==> config.mk <==
export PLATFORM = sky130hd
export DESIGN_NAME = stack_node
export DESIGN_NICKNAME = d
export VERILOG_FILES = /design/src/rtl/stack_node.sv
export SDC_FILE = /design/constraint.sdc
export NUM_CORES = 1
export LEC_CHECK = 0
export CAP_MARGIN = 20
export CORE_ASPECT_RATIO = 0.6
export CORE_MARGIN = 3
export CORE_UTILIZATION = 57
export CTS_CLUSTER_SIZE = 16
export DETAILED_ROUTE_END_ITERATION = 8
export GPL_TIMING_DRIVEN = 0
export HOLD_SLACK_MARGIN = 0.06
export PLACE_DENSITY = 0.79
export SETUP_SLACK_MARGIN = 0.2
export SLEW_MARGIN = 20
export SYNTH_ARGS = -nofsm -noshare
export SYNTH_HDL_FRONTEND = slang
export SYNTH_SLANG_ARGS = --single-unit
==> constraint.sdc <==
create_clock -name clk -period 5.4 [get_ports clk]
set_input_delay 0.81 -clock clk [delete_from_list [all_inputs] [get_ports clk]]
set_output_delay 0.81 -clock clk [all_outputs]
set_load 0.02 [all_outputs]
==> src/rtl/stack_node.sv <==
// LIFO stack node on the core grid: neighbour pushes with fixed L>R>U>D priority,
// and the top word is offered round-robin to one side at a time through rready/read.
module stack_node #(
    parameter int DEPTH = 15,
    parameter int WIDTH = 11
) (
    input  logic                       clk,
    input  logic                       rst,
    input  logic [3:0]                 wreq,
    input  logic signed [WIDTH-1:0]    in_l,
    input  logic signed [WIDTH-1:0]    in_r,
    input  logic signed [WIDTH-1:0]    in_u,
    input  logic signed [WIDTH-1:0]    in_d,
    output logic [3:0]                 wready,
    output logic [3:0]                 rready,
    output logic signed [WIDTH-1:0]    rdata,
    input  logic [3:0]                 read,
    output logic [$clog2(DEPTH+1)-1:0] count
);
    localparam int CW = $clog2(DEPTH+1);

    typedef enum logic [1:0] {IDLE, OFFER, CHECK} state_t;

    state_t                  state, state_next;
    logic [1:0]              grant;
    logic signed [WIDTH-1:0] mem [DEPTH];

    logic                    push_en;
    logic [1:0]              push_side;
    logic signed [WIDTH-1:0] push_data;
    logic                    pop_en;
    logic [CW-1:0]           wr_idx;
    logic [CW-1:0]           count_next;
    logic signed [WIDTH-1:0] top_next;

    // NOTE: every signal gets a default before any branch so no path leaves it unassigned (no latches).
    always_comb begin
        push_en   = 1'b0;
        push_side = 2'd0;
        // Scanning from D down to L lets the lowest eligible index win.
        for (int i = 3; i >= 0; i--) begin
            if (wreq[i] && !wready[i] && count < CW'(DEPTH) && state != OFFER) begin
                push_en   = 1'b1;
                push_side = 2'(i);
            end
        end

        case (push_side)
            2'd0:    push_data = in_l;
            2'd1:    push_data = in_r;
            2'd2:    push_data = in_u;
            default: push_data = in_d;
        endcase

        pop_en     = (state == CHECK) && read[grant];
        // Pop happens before push, so a same-cycle push overwrites the freed top slot.
        wr_idx     = count - CW'(pop_en);
        count_next = wr_idx + CW'(push_en);

        if (push_en)
            top_next = push_data;
        else if (count_next == '0)
            top_next = '0;
        else
            top_next = mem[count_next - 1'b1];

        state_next = state;
        case (state)
            IDLE:    state_next = (count != '0) ? OFFER : IDLE;
            OFFER:   state_next = CHECK;
            CHECK:   state_next = IDLE;
            default: state_next = IDLE;
        endcase
    end

    // NOTE: non-blocking assignments keep every register sampling pre-edge values.
    always_ff @(posedge clk) begin
        if (rst) begin
            state  <= IDLE;
            grant  <= 2'd0;
            count  <= '0;
            wready <= 4'b0000;
            rready <= 4'b0000;
            rdata  <= '0;
        end else begin
            state  <= state_next;
            count  <= count_next;
            rdata  <= top_next;
            wready <= push_en ? (4'b0001 << push_side) : 4'b0000;
            rready <= (state == IDLE && count != '0) ? (4'b0001 << grant) : 4'b0000;
            if (state == CHECK)
                grant <= grant + 2'd1;
        end
    end

    // NOTE: storage is not reset; count alone defines which words are valid.
    always_ff @(posedge clk) begin
        if (!rst && push_en)
            mem[wr_idx] <= push_data;
    end
endmodule

[Word level (Yosys, flattened, before mapping)]
Memory sizes are Yosys's and may differ from the RTL's.
Index checks and enable logic that the tools add are counted.
Operators by class
  equal/unequal tests: 5
  bitwise logic cells: 2
  shifts and indexed selects: 2
  add/subtract/negate cells: 4
  multiplexer cells: 17
  $lt $le $gt $ge: 2
  reductions and logical operators: 26
Operators by type and width (count)
  11-bit case mux with 3 select lines: 1
  11-bit 2-to-1 mux: 2
  1-bit logical AND: 15
  1-bit 2-to-1 mux: 8
  2-bit 2-to-1 mux: 4
  1-bit by 2-bit left shift with 4-bit output (first input constant): 2
  1-bit zero test: 5
  4-bit by 1-bit adder with 4-bit output: 1
  2-bit by 1-bit == test with 1-bit output (second input constant): 2
  2-bit == test (second input constant): 2
  2-bit zero test: 2
  4-bit zero test: 1
  4-bit less-than comparator (second input constant): 1
  2-bit case mux with 2 select lines: 1
  4-bit nonzero test: 1
  2-bit OR reduction: 2
  4-bit by 1-bit subtractor with 4-bit output: 1
  4-bit by 1-bit subtractor with 4-bit output (second input constant): 1
  2-bit by 3-bit less-than comparator with 1-bit output (second input constant): 1
  2-bit by 1-bit adder with 2-bit output (second input constant): 1
  1-bit binary-select mux with 2-bit select: 1
  2-bit by 1-bit != test with 1-bit output (second input constant): 1
  1-bit NOT: 2
Word-level totals
  register bits after elaboration: 27
  memory bits (writable): 165
  memories kept: 1
Memory list
  mem: words 15, bits a word 11, read ports 1, clocked after memory_dff 0, write ports 1, RTL line 26  | logic signed [WIDTH-1:0] mem [DEPTH];

[Logic depth before layout (Yosys ltp)]
An unclocked memory read counts as a cell.
  word-level depth: 13
  mapped depth: 18

[Worst setup path after synthesis]
OpenSTA, ideal clock, no wires.
  kind: input port to flip-flop
  from: input port read[3]
  to: register rdata[7]
  path slack: 0.553 ns
  required time: 5.280 ns
  arrival: 4.727 ns
  stages on the path: 16
  buffers on the path: 5
  library setup time: 0.120 ns
  cells stage by stage: mux4_2 -> and2_1 -> ha_1 -> inv_1 -> ha_1 -> buf_2 -> buf_2 -> buf_2 -> inv_1 -> ha_1 -> clkbuf_1 -> clkbuf_1 -> mux4_2 -> o21ai_0 -> a21oi_1 -> a211o_1
Between the ends
  longest elaborated chain between the ends: 9
Ends and longest elaborated chain
  from (decl): RTL line 17  | input logic [3:0] read,
  1-bit binary-select mux with 2-bit select *: RTL line 55  | pop_en = (state == CHECK) && read[grant];
  1-bit 2-to-1 mux (implied by the code) *: RTL line 55
  1-bit logical AND *: RTL line 55
  4-bit by 1-bit subtractor with 4-bit output *: RTL line 57  | wr_idx = count - CW'(pop_en);
  4-bit by 1-bit adder with 4-bit output *: RTL line 58  | count_next = wr_idx + CW'(push_en);
  net count_next[0]: RTL line 33  | logic [CW-1:0] count_next;
  4-bit by 1-bit subtractor with 4-bit output: RTL line 65  | top_next = mem[count_next - 1'b1];
  memory read 15 x 11 bit
  11-bit 2-to-1 mux *: RTL line 62  | else if (count_next == '0)
  11-bit 2-to-1 mux *: RTL line 60  | if (push_en)
  to (signal assigned): RTL line 88  | rdata <= top_next;
  to (decl): RTL line 16  | output logic signed [WIDTH-1:0] rdata,
Mark *: on every way through the listed nets, which the timed path passes. The rest lies on a longest branch. The select of a mux whose other input is x is not followed.
A chain may end at the register's enable or synchronous reset.

[Final worst setup path]
  from: input port read[3]
  to: register rdata[2]
The elaborated chain is that of the path after synthesis.

==> impl_metrics.toml <==
[yosys]
synth_largest_type_area_fraction_pct = 61.4
post_synth_inst_count = 494
yosysWarningCount = 0
synth_flop_cell = "sky130_fd_sc_hd__edfxtp_1"
share_of_the_synthesized_netlist_area_taken_by_xor_and_xnor_gates_pct = 1.36
synth_area_leaders = "sky130_fd_sc_hd__edfxtp_1 61%, sky130_fd_sc_hd__mux4_2 9.5%, sky130_fd_sc_hd__dfxtp_1 6.7%"
synth-compound-area-share_pct = 5.66
syn-mean-instance-area_um2 = 16.3
combinational_family_with_the_most_area_after_synthesis = "multiplexers"
synth_nets = 554
synth.ff_latch_count = 192
post_synth_most_frequent_cells = "165 x sky130_fd_sc_hd__edfxtp_1, 44 x sky130_fd_sc_hd__mux2i_1, 34 x sky130_fd_sc_hd__mux4_2, 27 x sky130_fd_sc_hd__dfxtp_1, 25 x sky130_fd_sc_hd__nand3_1"
synth-adder-area-share_pct = 0.930
synthesis.area_um2 = 8070
synth.mux.area_fraction_pct = 14.9
synthMostInstantiatedCell = "sky130_fd_sc_hd__edfxtp_1"
synth-async-reset-ratio_pct = 0
synth_seq_area_share_pct = 68.1
synth_enable_flop_cells = 165
synth_cell_type_count = 45
synth_simple_gate_area_share_pct = 6.93
yosysTopAreaCell = "sky130_fd_sc_hd__edfxtp_1"

[floorplanning]
design.core.area_um2 = 13300
full_die_area_um2 = 15700
io_pins = 77
initial_utilization_pct = 60.5
die_height_um = 98.2
rows = 32
fp.dieW_um = 160

[sta]
final-hold-violation-count = 0
clock.fmax_mhz = 199
min_period_over_period_pct = 93.1
final_clock_skew_ps = 10.6
setup_tns_ps = 0
unrepaired_setup_endpoints_after_global_routing = "false"
setup_ws_ps = 373
slew_headroom_pct = 24.3
fin_worst_hold_slack_ps = 497
shortest_period_the_worst_path_allows_ps = 5030
maxSlewViolCount = 0
tightest_slew_ps = 1110
setup_violations = 0

[pwr]
switching_share_pct = 40.0
pwr_density_cell_nw_per_um2 = 661
combPwrFrac_pct = 51.4
cellLeakagePower_nw = 3.35
finalPower_mw = 6.48
power_frac_clock_pct = 18.7
sequentialPowerShare_pct = 29.9
internal_power_component_mw = 3.89
ir_worst_vdd_mv = 0.335
switching_power_mw = 2.59

[detailed_routing]
detail_route.wl_per_cell_um = 23.8
num_vias = 4974
first_iter_violations = 651
dr.pass1.iters = 5
ant_nets = 0
viasPerCell = 6.24
totalWireLength_um = 19000
post-route-drc-count = 0

[setup_path]
largest_delay_contributor_family_on_the_critical_path = "buffers and inverters"
slowest_stage = "sky130_fd_sc_hd__mux4_2"
worst-setup-path-type = "input pin to flop"
worst_path_most_repeated_cell = "sky130_fd_sc_hd__ha_1"
cp_max_fo = 10
worst_ep_required_time_ps = 5730
worst_setup_path_end_kind = "flop"
worst_path_largest_cell_delay_ps = 450
crit_chain = "clkdlybuf4s50_1, mux4_2, and2_1, ha_1, inv_1, ha_1, clkbuf_4, buf_6, buf_4, inv_1, ha_1, clkbuf_2, buf_4, mux4_2, o21ai_0, a21oi_1, a211o_1"
setup.worst_path.start_class = "input pin"
critical_path.n_buffers_inverters = 8
critPathArrivalTime_ps = 5350

[grt]
grt_antenna_before_repair = 0
grt_start_max_net_pins = 20
track_usage_pct = 25.2
grt_pass1_vias = 4885
grtUsageMet2_pct = 36.6
busiest_layer = "met1"
grt_pass1_wl_um = 29000
globalRouteMet3Util_pct = 7.25
globalRoute.totalOverflow = 0
globalRouteMet1Util_pct = 38.0

[clocking]
tritoncts_clock_tree = "yes"
cts_inserted_buffers = 17
clock_sinks = 192
h-tree-depth = 4
post-cts-setup-buffer-count = 0
cts_hold_repair.buffers = 0
worstSkewPairLatency_ps = 440
clockBufferDepth = 2
clk_root_buffer_cell = "sky130_fd_sc_hd__clkbuf_16"
worst_setup_hold_path_clk_slew_ps = 80

[final_layout]
nets = 657
n_diodes = 0
layout-drive-gt1-share_pct = 19.0
finish.cell_count_without_fillers = 797
area.growth.synth_to_final_pct = 21.5
finish.instance_area_um2 = 9800
utilization_pct = 73.5

[place]
place.gp.congestion = 1.02
post-place-ws_ps = -1180
placed_cells_incl_taps = 764
placement.io_buffers = 76
hpwlAfterDp_um = 13300
post_dp_cell_area_um2 = 9180

[flow_run]
drv_cap = 0

[hold_path]
holdCritPathClass = "flop to flop"

[run_status]
run_status = "completed"
[cell families after synthesis]
logic type,count (synthesis)
simple gates,104
buf+inv,36
xor+xnor,11
flops,192
mux,78
fa+ha+maj,6
compound gates,67
[placed cells by master, fill, tap and decap left out, drive strengths merged, types with 4 or more instances in the layout]
cell and count:
edfxtp 165, clkdlybuf4s50 76, mux2i 44, mux4 34, clkbuf 32, dfxtp 27
nand3 25, a21oi 24, nor2 23, buf 23, nand2 18, inv 14
o21ai 13, o221ai 11, a211o 11, nor2b 7, xnor2 6, ha 6
nor3 6, nor4 5, clkinv 5, nand2b 4, xor2 4, nor3b 4
[power groups by stage]
stage | registers, mW | clock network, mW | logic, mW
2_1_floorplan | 2.01 | 0 | 2.11
3_3_place_gp | 1.97 | 0 | 3.08
3_5_place_dp | 1.97 | 0 | 3.19
4_1_cts | 1.94 | 1.22 | 3.25
5_1_grt | 1.95 | 1.28 | 3.56
6_report | 1.94 | 1.21 | 3.33
[final cells by class]
type	instances	area, um^2
Clock buffer	18	429
Inverter	7	26.3
Tap cell	187	234
Sequential cell	192	5500
Clock inverter	14	145
Buffer	29	174
Timing Repair Buffer	84	821
Multi-Input combinational cell	266	2480
Fill cell	810	3530
[path summary, 6_finish.rpt]
path / start / to / slack [ps] / depth (start not counted)
worst max-delay path: read[3] / rdata[2] / 370 / 17
worst min-delay path: state[1] / state[1] / 500 / 1
worst max register to register: grant[0] / rdata[2] / 550 / 17
worst min register to register: state[1] / state[1] / 500 / 1
[worst reg2reg max path, delay by kind of cell, from the launching register on]
kind	cells	cell delay, ps
AO/OA/AOI/OAI	3	560
adder cells (fa/ha/maj)	3	1040
buffers and inverters	8	1770
flip-flops	1	310
multiplexers	2	900
AND/OR/NAND/NOR	1	170
[state kept, by name, summed over array words and instances, names as in the netlist]
name    flops
count       4
grant       2
mem       165
rdata      11
rready      4
state       2
wready      4
[routing by layer]
metal | part of all wire, % | vias up
met5 | 0 | -
met4 | 1.5 | 0
met2 | 45 | 307
met3 | 12 | 28
li1 | - | 2167
met1 | 42 | 2472
[timing repair]
item                       4_1_cts  5_1_grt
setup endpoints to repair       11       11
cloned                           0        0
pin swaps                        0        0
gates resized for setup         11        6
hold endpoints to repair         0        0
(Power assumes the default switching activity.)
==> variant 1: new RTL, same settings <==
Change the parameter `DEPTH` from 15 to 16.
--- a/src/rtl/stack_node.sv
+++ b/src/rtl/stack_node.sv
@@ -1,7 +1,7 @@
 // LIFO stack node on the core grid: neighbour pushes with fixed L>R>U>D priority,
 // and the top word is offered round-robin to one side at a time through rready/read.
 module stack_node #(
-    parameter int DEPTH = 15,
+    parameter int DEPTH = 16,
     parameter int WIDTH = 11
 ) (
     input  logic                       clk,
Ports: changed (resized count); port bits go from 77 to 78. No check against the original RTL was run, so the function may have changed too.
==> variant 1 against the unedited design <==
Area after synthesis grew 7.9%; largest cell class unchanged; critical path type unchanged; sequential cell count grew 12; power grew 15%; register-to-register slack gained 0.03 ns; largest power group unchanged; setup slack gained 0.013 ns; highest routed layer unchanged; cell area grew 6.2%; clock skew shrank 0.0028 ns; wire length grew 8.4%.
==> variant 1: results (changes against the unedited design) <==
<table>
<tr><th>Metric</th><th>Value</th></tr>
<tr><th colspan="2">Critical path</th></tr>
<tr><td>Count of cells along the worst register-to-register path</td><td>18 (+1)</td></tr>
<tr><td>Critical path fanouts, max</td><td>11 (+1)</td></tr>
<tr><th colspan="2">Hold path</th></tr>
<tr><td>Min-delay src</td><td>grant[1]</td></tr>
<tr><td>Endpoint, Worst Hold</td><td>rready[2]</td></tr>
<tr><th colspan="2">Finish</th></tr>
<tr><td>Fraction of final layout cells sized beyond drive strength 1</td><td>0.152 (-0.0382)</td></tr>
<tr><td>Filler cell count in the final layout</td><td>963 (+19%)</td></tr>
<tr><th colspan="2">Logic synthesis</th></tr>
<tr><td>Share of the yosys chip area belonging to registers</td><td>0.671 (-0.00985)</td></tr>
<tr><td>Most numerous cell types in the synthesized netlist</td><td>edfxtp_1 (176), mux2i_1 (98), a211oi_1 (45)</td></tr>
<tr><td>Ranking of synthesized cells by area</td><td>edfxtp_1 (61%), mux2i_1 (11%), dfxtp_1 (6.4%), a211oi_1 (3.9%), mux4_2 (3.1%)</td></tr>
<tr><td>Number of flops mapped to enable cells by yosys</td><td>176 (+6.7%)</td></tr>
<tr><th colspan="2">Clock tree</th></tr>
<tr><td>Insertion delay of the later-clocked pin in the worst-skew pair</td><td>0.48 ns (+0.04 ns)</td></tr>
<tr><td>Cts repair resizes</td><td>2 (-9)</td></tr>
<tr><td>Number of buffers inserted during clock tree synthesis</td><td>19 (+2)</td></tr>
<tr><td>Max Buffers Root-to-Sink</td><td>3 (+1)</td></tr>
<tr><td>CTS HTree Levels</td><td>1 (-3)</td></tr>
<tr><th colspan="2">Placement</th></tr>
<tr><td>Detailed placer's ending HPWL</td><td>13500 µm (+1.3%)</td></tr>
<tr><td>Area of placed instances</td><td>9790 µm² (+6.6%)</td></tr>
<tr><th colspan="2">STA</th></tr>
<tr><td>Transition time of the tightest slew-check pin</td><td>0.971 ns (-0.142 ns)</td></tr>
<tr><th colspan="2">Global routing</th></tr>
<tr><td>Number of global-route vias before repair</td><td>5386 (+10%)</td></tr>
<tr><td>Pin count of the biggest net entering global routing</td><td>18 (-10%)</td></tr>
<tr><th colspan="2">Detailed routing</th></tr>
<tr><td>Sum of routed wire length over all layers</td><td>20600 µm (+8.4%)</td></tr>
<tr><td>Vias per cell</td><td>6.32 (+1.3%)</td></tr>
<tr><th colspan="2">Outcome</th></tr>
<tr><td>Status</td><td>completed</td></tr>
<tr><th colspan="2">Power and ir drop</th></tr>
<tr><td>Leakage power figure</td><td>3.78 nW (+13%)</td></tr>
<tr><td>Maximum vdd drop</td><td>0.459 mV (+37%)</td></tr>
</table>
## variant 1: logic make-up after synthesis
kind of cell / after synthesis / synth area share
AND/OR/NAND/NOR: 95 / 0.0643
adder cells (fa/ha/maj): 5 / 0.00718
multiplexers: 110 / 0.144
XOR/XNOR: 10 / 0.0139
buffers and inverters: 37 / 0.0238
AO/OA/AOI/OAI: 85 / 0.0761
flip-flops: 204 / 0.671
## variant 1: layout make-up
class,count,area share
plain buffers,31,0.0186
well taps,198,0.0238
inverters,6,0.00216
flip-flops and latches,204,0.562
clock buffers,28,0.0508
repair buffers,80,0.0760
clock inverters,4,0.00421
multi-input cells,305,0.263
## variant 1: layer usage
metal,wire [µm],global-route usage,vias up,share of wire
met2,9430,0.384,320,0.46
li1,-,-,2373,-
met5,0,0,-,0
met4,410,0.0556,0,0.020
met3,2200,0.0538,35,0.11
met1,8520,0.361,2683,0.41
## variant 1: worst max-delay path by stage
stage | from | to | slack (ns)
2_1_floorplan | read[3] | rdata[6] | 0.98
3_3_place_gp | read[3] | rdata[0] | -0.28
3_5_place_dp | read[2] | rdata[1] | -0.38
4_1_cts | read[2] | rdata[1] | 0.26
5_1_grt | read[1] | rdata[1] | 0.24
6_report | read[2] | rdata[1] | 0.39
## variant 1: per-stage QoR
stage	cells	worst slack, ns	utilization	total power (W)	setup TNS [ns]
after detailed placement	822	-0.383	0.665	0.00605	-2.49
after global placement	820	-0.284	0.660	0.00593	-2.16
after CTS	854	0.260	0.704	0.00732	0
final	856	0.386	0.707	0.00744	0
after global routing	856	0.241	0.707	0.00779	0
after floorplan	546	0.983	-	0.00493	0
## variant 1: power by group
group | switching (W) | internal [W] | leakage [nW]
clock | 0.000536 | 0.000724 | 0.280
combinational | 0.00234 | 0.00177 | 1.68
sequential | 0.0000573 | 0.00201 | 1.82
==> variant 2: new RTL, same settings <==
Made on the original files. Re-encode `state_t` (3 states) as one-hot, 3 bits wide.
--- a/src/rtl/stack_node.sv
+++ b/src/rtl/stack_node.sv
@@ -19,7 +19,7 @@
 );
     localparam int CW = $clog2(DEPTH+1);
 
-    typedef enum logic [1:0] {IDLE, OFFER, CHECK} state_t;
+    typedef enum logic [2:0] {IDLE = 3'b001, OFFER = 3'b010, CHECK = 3'b100} state_t;
 
     state_t                  state, state_next;
     logic [1:0]              grant;
Function: no difference found for any inputs over 10 cycles, from zero or initial values and one cycle with rst high; not proved beyond that.
==> variant 2 against the unedited design <==
Critical path depth unchanged; count of clock-buffer cells in the layout decreased by 1; cell area increased by 3.1%; setup slack got worse by 0.017 ns; area after synthesis increased by 1.4%; wire length increased by 5.6%; largest cell class unchanged; sequential share of layout area decreased by 1.5 points; sequential cell count increased by 1.
Power is not compared: it rests on default switching activity, and its combinational part moved more than twofold at a synthesized area within 25%.
==> variant 2: results (changes against the unedited design) <==
<table>
<tr><th>Metric</th><th>Value</th></tr>
<tr><th colspan="2">Placement</th></tr>
<tr><td>Routability Congestion</td><td>0.971 (-4.8%)</td></tr>
<tr><td>Detailed placer's ending HPWL</td><td>14400 µm (+8.2%)</td></tr>
<tr><th colspan="2">Logic synthesis</th></tr>
<tr><td>Ranking of synthesized cells by area</td><td>edfxtp_1 (61%), dfxtp_1 (6.8%), mux2i_1 (5.3%), mux4_2 (3.0%), nand2_1 (2.6%)</td></tr>
<tr><td>Top cell type's share of synthesized area</td><td>0.605 (-0.00863)</td></tr>
<tr><td>Synth unique cells</td><td>52 (+16%)</td></tr>
<tr><td>Most numerous cell types in the synthesized netlist</td><td>edfxtp_1 (165), nand2_1 (57), mux2i_1 (43)</td></tr>
<tr><td>Share of the yosys chip area belonging to registers</td><td>0.674 (-0.00713)</td></tr>
<tr><td>Net Count, Synth</td><td>639 (+15%)</td></tr>
<tr><th colspan="2">Global routing</th></tr>
<tr><td>Number of global-route vias before repair</td><td>5336 (+9.2%)</td></tr>
<tr><td>First-pass GRT wire length</td><td>30500 µm (+5.3%)</td></tr>
<tr><td>GRT Resource Usage Total</td><td>0.257 (+0.00496)</td></tr>
<tr><th colspan="2">Detailed routing</th></tr>
<tr><td>DRC violation total after the first TritonRoute iteration</td><td>574 (-12%)</td></tr>
<tr><td>Detailed route wirelength on metal3</td><td>2040 µm (-8.9%)</td></tr>
<tr><td>Vias</td><td>5465 (+9.9%)</td></tr>
<tr><td>Number of detailed-route iterations in the first pass</td><td>6 (+1)</td></tr>
<tr><td>Met1 WL</td><td>8620 µm (+8.2%)</td></tr>
<tr><td>Sum of routed wire length over all layers</td><td>20000 µm (+5.6%)</td></tr>
<tr><th colspan="2">Critical path</th></tr>
<tr><td>Endpoint of the most critical setup path</td><td>rdata[3]</td></tr>
<tr><td>Arrival time of the worst setup path</td><td>5.36 ns (about the same)</td></tr>
<tr><td>Register-to-Register Setup Slack</td><td>0.46 ns (-0.09 ns)</td></tr>
<tr><th colspan="2">Finish</th></tr>
<tr><td>Filler cell count in the final layout</td><td>853 (+5.3%)</td></tr>
<tr><td>Fraction of final layout cells sized beyond drive strength 1</td><td>0.161 (-0.0296)</td></tr>
<tr><td>Largest registers</td><td>mem x165, rdata x11</td></tr>
<tr><th colspan="2">STA</th></tr>
<tr><td>Relative max-transition margin</td><td>0.349 (+0.106)</td></tr>
<tr><td>Worst setup skew after layout</td><td>0.0114 ns (+0.000854 ns)</td></tr>
<tr><th colspan="2">Hold path</th></tr>
<tr><td>Min-delay src</td><td>grant[1]</td></tr>
<tr><th colspan="2">Outcome</th></tr>
<tr><td>Status</td><td>completed</td></tr>
<tr><th colspan="2">Floorplan</th></tr>
<tr><td>Effective utilization at floorplan</td><td>0.592 (-0.0135)</td></tr>
</table>
-- variant 2: area by class of cell --
cell class                 instances  area (µm²)  area share
timing repair buffer              98         941      0.0931
multi-input combinational        347        2620       0.260
tap                              192         240      0.0238
sequential                       193        5520       0.546
clock inverter                    15         145      0.0144
inverter                           7        26.3     0.00260
buffer                            33         188      0.0186
clock buffer                      17         425      0.0421
-- variant 2: critical path, delay by kind of cell --
kind	cells	cell delay, ns
buffers and inverters	6	1.61
muxes	3	1.07
AOI/OAI and AO/OA	1	0.35
adders and majority gates	4	1.12
and+or+nand+nor	2	0.26
xor gates and xnor gates	1	0.12
-- variant 2: how the worst min path moves through the flow --
| stage | end | slack (ns) |
|---|---|---|
| 3_5_place_dp | rready[1] | 0.49 |
| 3_3_place_gp | rready[1] | 0.48 |
| 2_1_floorplan | rready[1] | 0.46 |
| 4_1_cts | rready[1] | 0.51 |
| 5_1_grt | rready[1] | 0.53 |
| 6_report | rready[1] | 0.50 |
-- variant 2: kinds of logic after synthesis --
kind of cell / after synthesis / synth area share
flops: 193 / 0.674
simple gates: 166 / 0.0975
compound gates: 109 / 0.0943
mux: 57 / 0.0870
buf+inv: 40 / 0.0251
xor+xnor: 10 / 0.0148
fa+ha+maj: 5 / 0.00764
-- variant 2: per-stage QoR --
step           hold WS (ns)  power (W)  cells  cell area, µm²  setup slack [ns]
4_1_cts               0.505    0.00417    899           10000             0.244
2_1_floorplan         0.455    0.00256    580            8190             0.936
5_1_grt               0.534    0.00436    902           10100             0.174
6_report              0.505    0.00420    902           10100             0.355
3_3_place_gp          0.482    0.00290    848            9190            -0.366
3_5_place_dp          0.489    0.00296    862            9410            -0.605
-- variant 2: per-layer routing --
| layer | up-vias | global-route usage |
|---|---|---|
| met5 | - | 0 |
| met4 | 0 | 0.0826 |
| met3 | 44 | 0.0538 |
| met2 | 330 | 0.388 |
| met1 | 2641 | 0.381 |
| li1 | 2450 | - |
-- variant 2: timing repair --
item                       4_1_cts  5_1_grt
resized for setup                2       13
pin swaps                        1        0
setup endpoints to repair       11       11
buffers inserted                 5        0
-- variant 2: report_power, final --
group	total, W	switching [W]	internal [W]	leakage [nW]
combinational	0.00125	0.000733	0.000515	1.46
clock	0.00120	0.000583	0.000613	0.282
sequential	0.00176	0.0000199	0.00174	1.72
total	0.00420	0.00134	0.00287	3.47
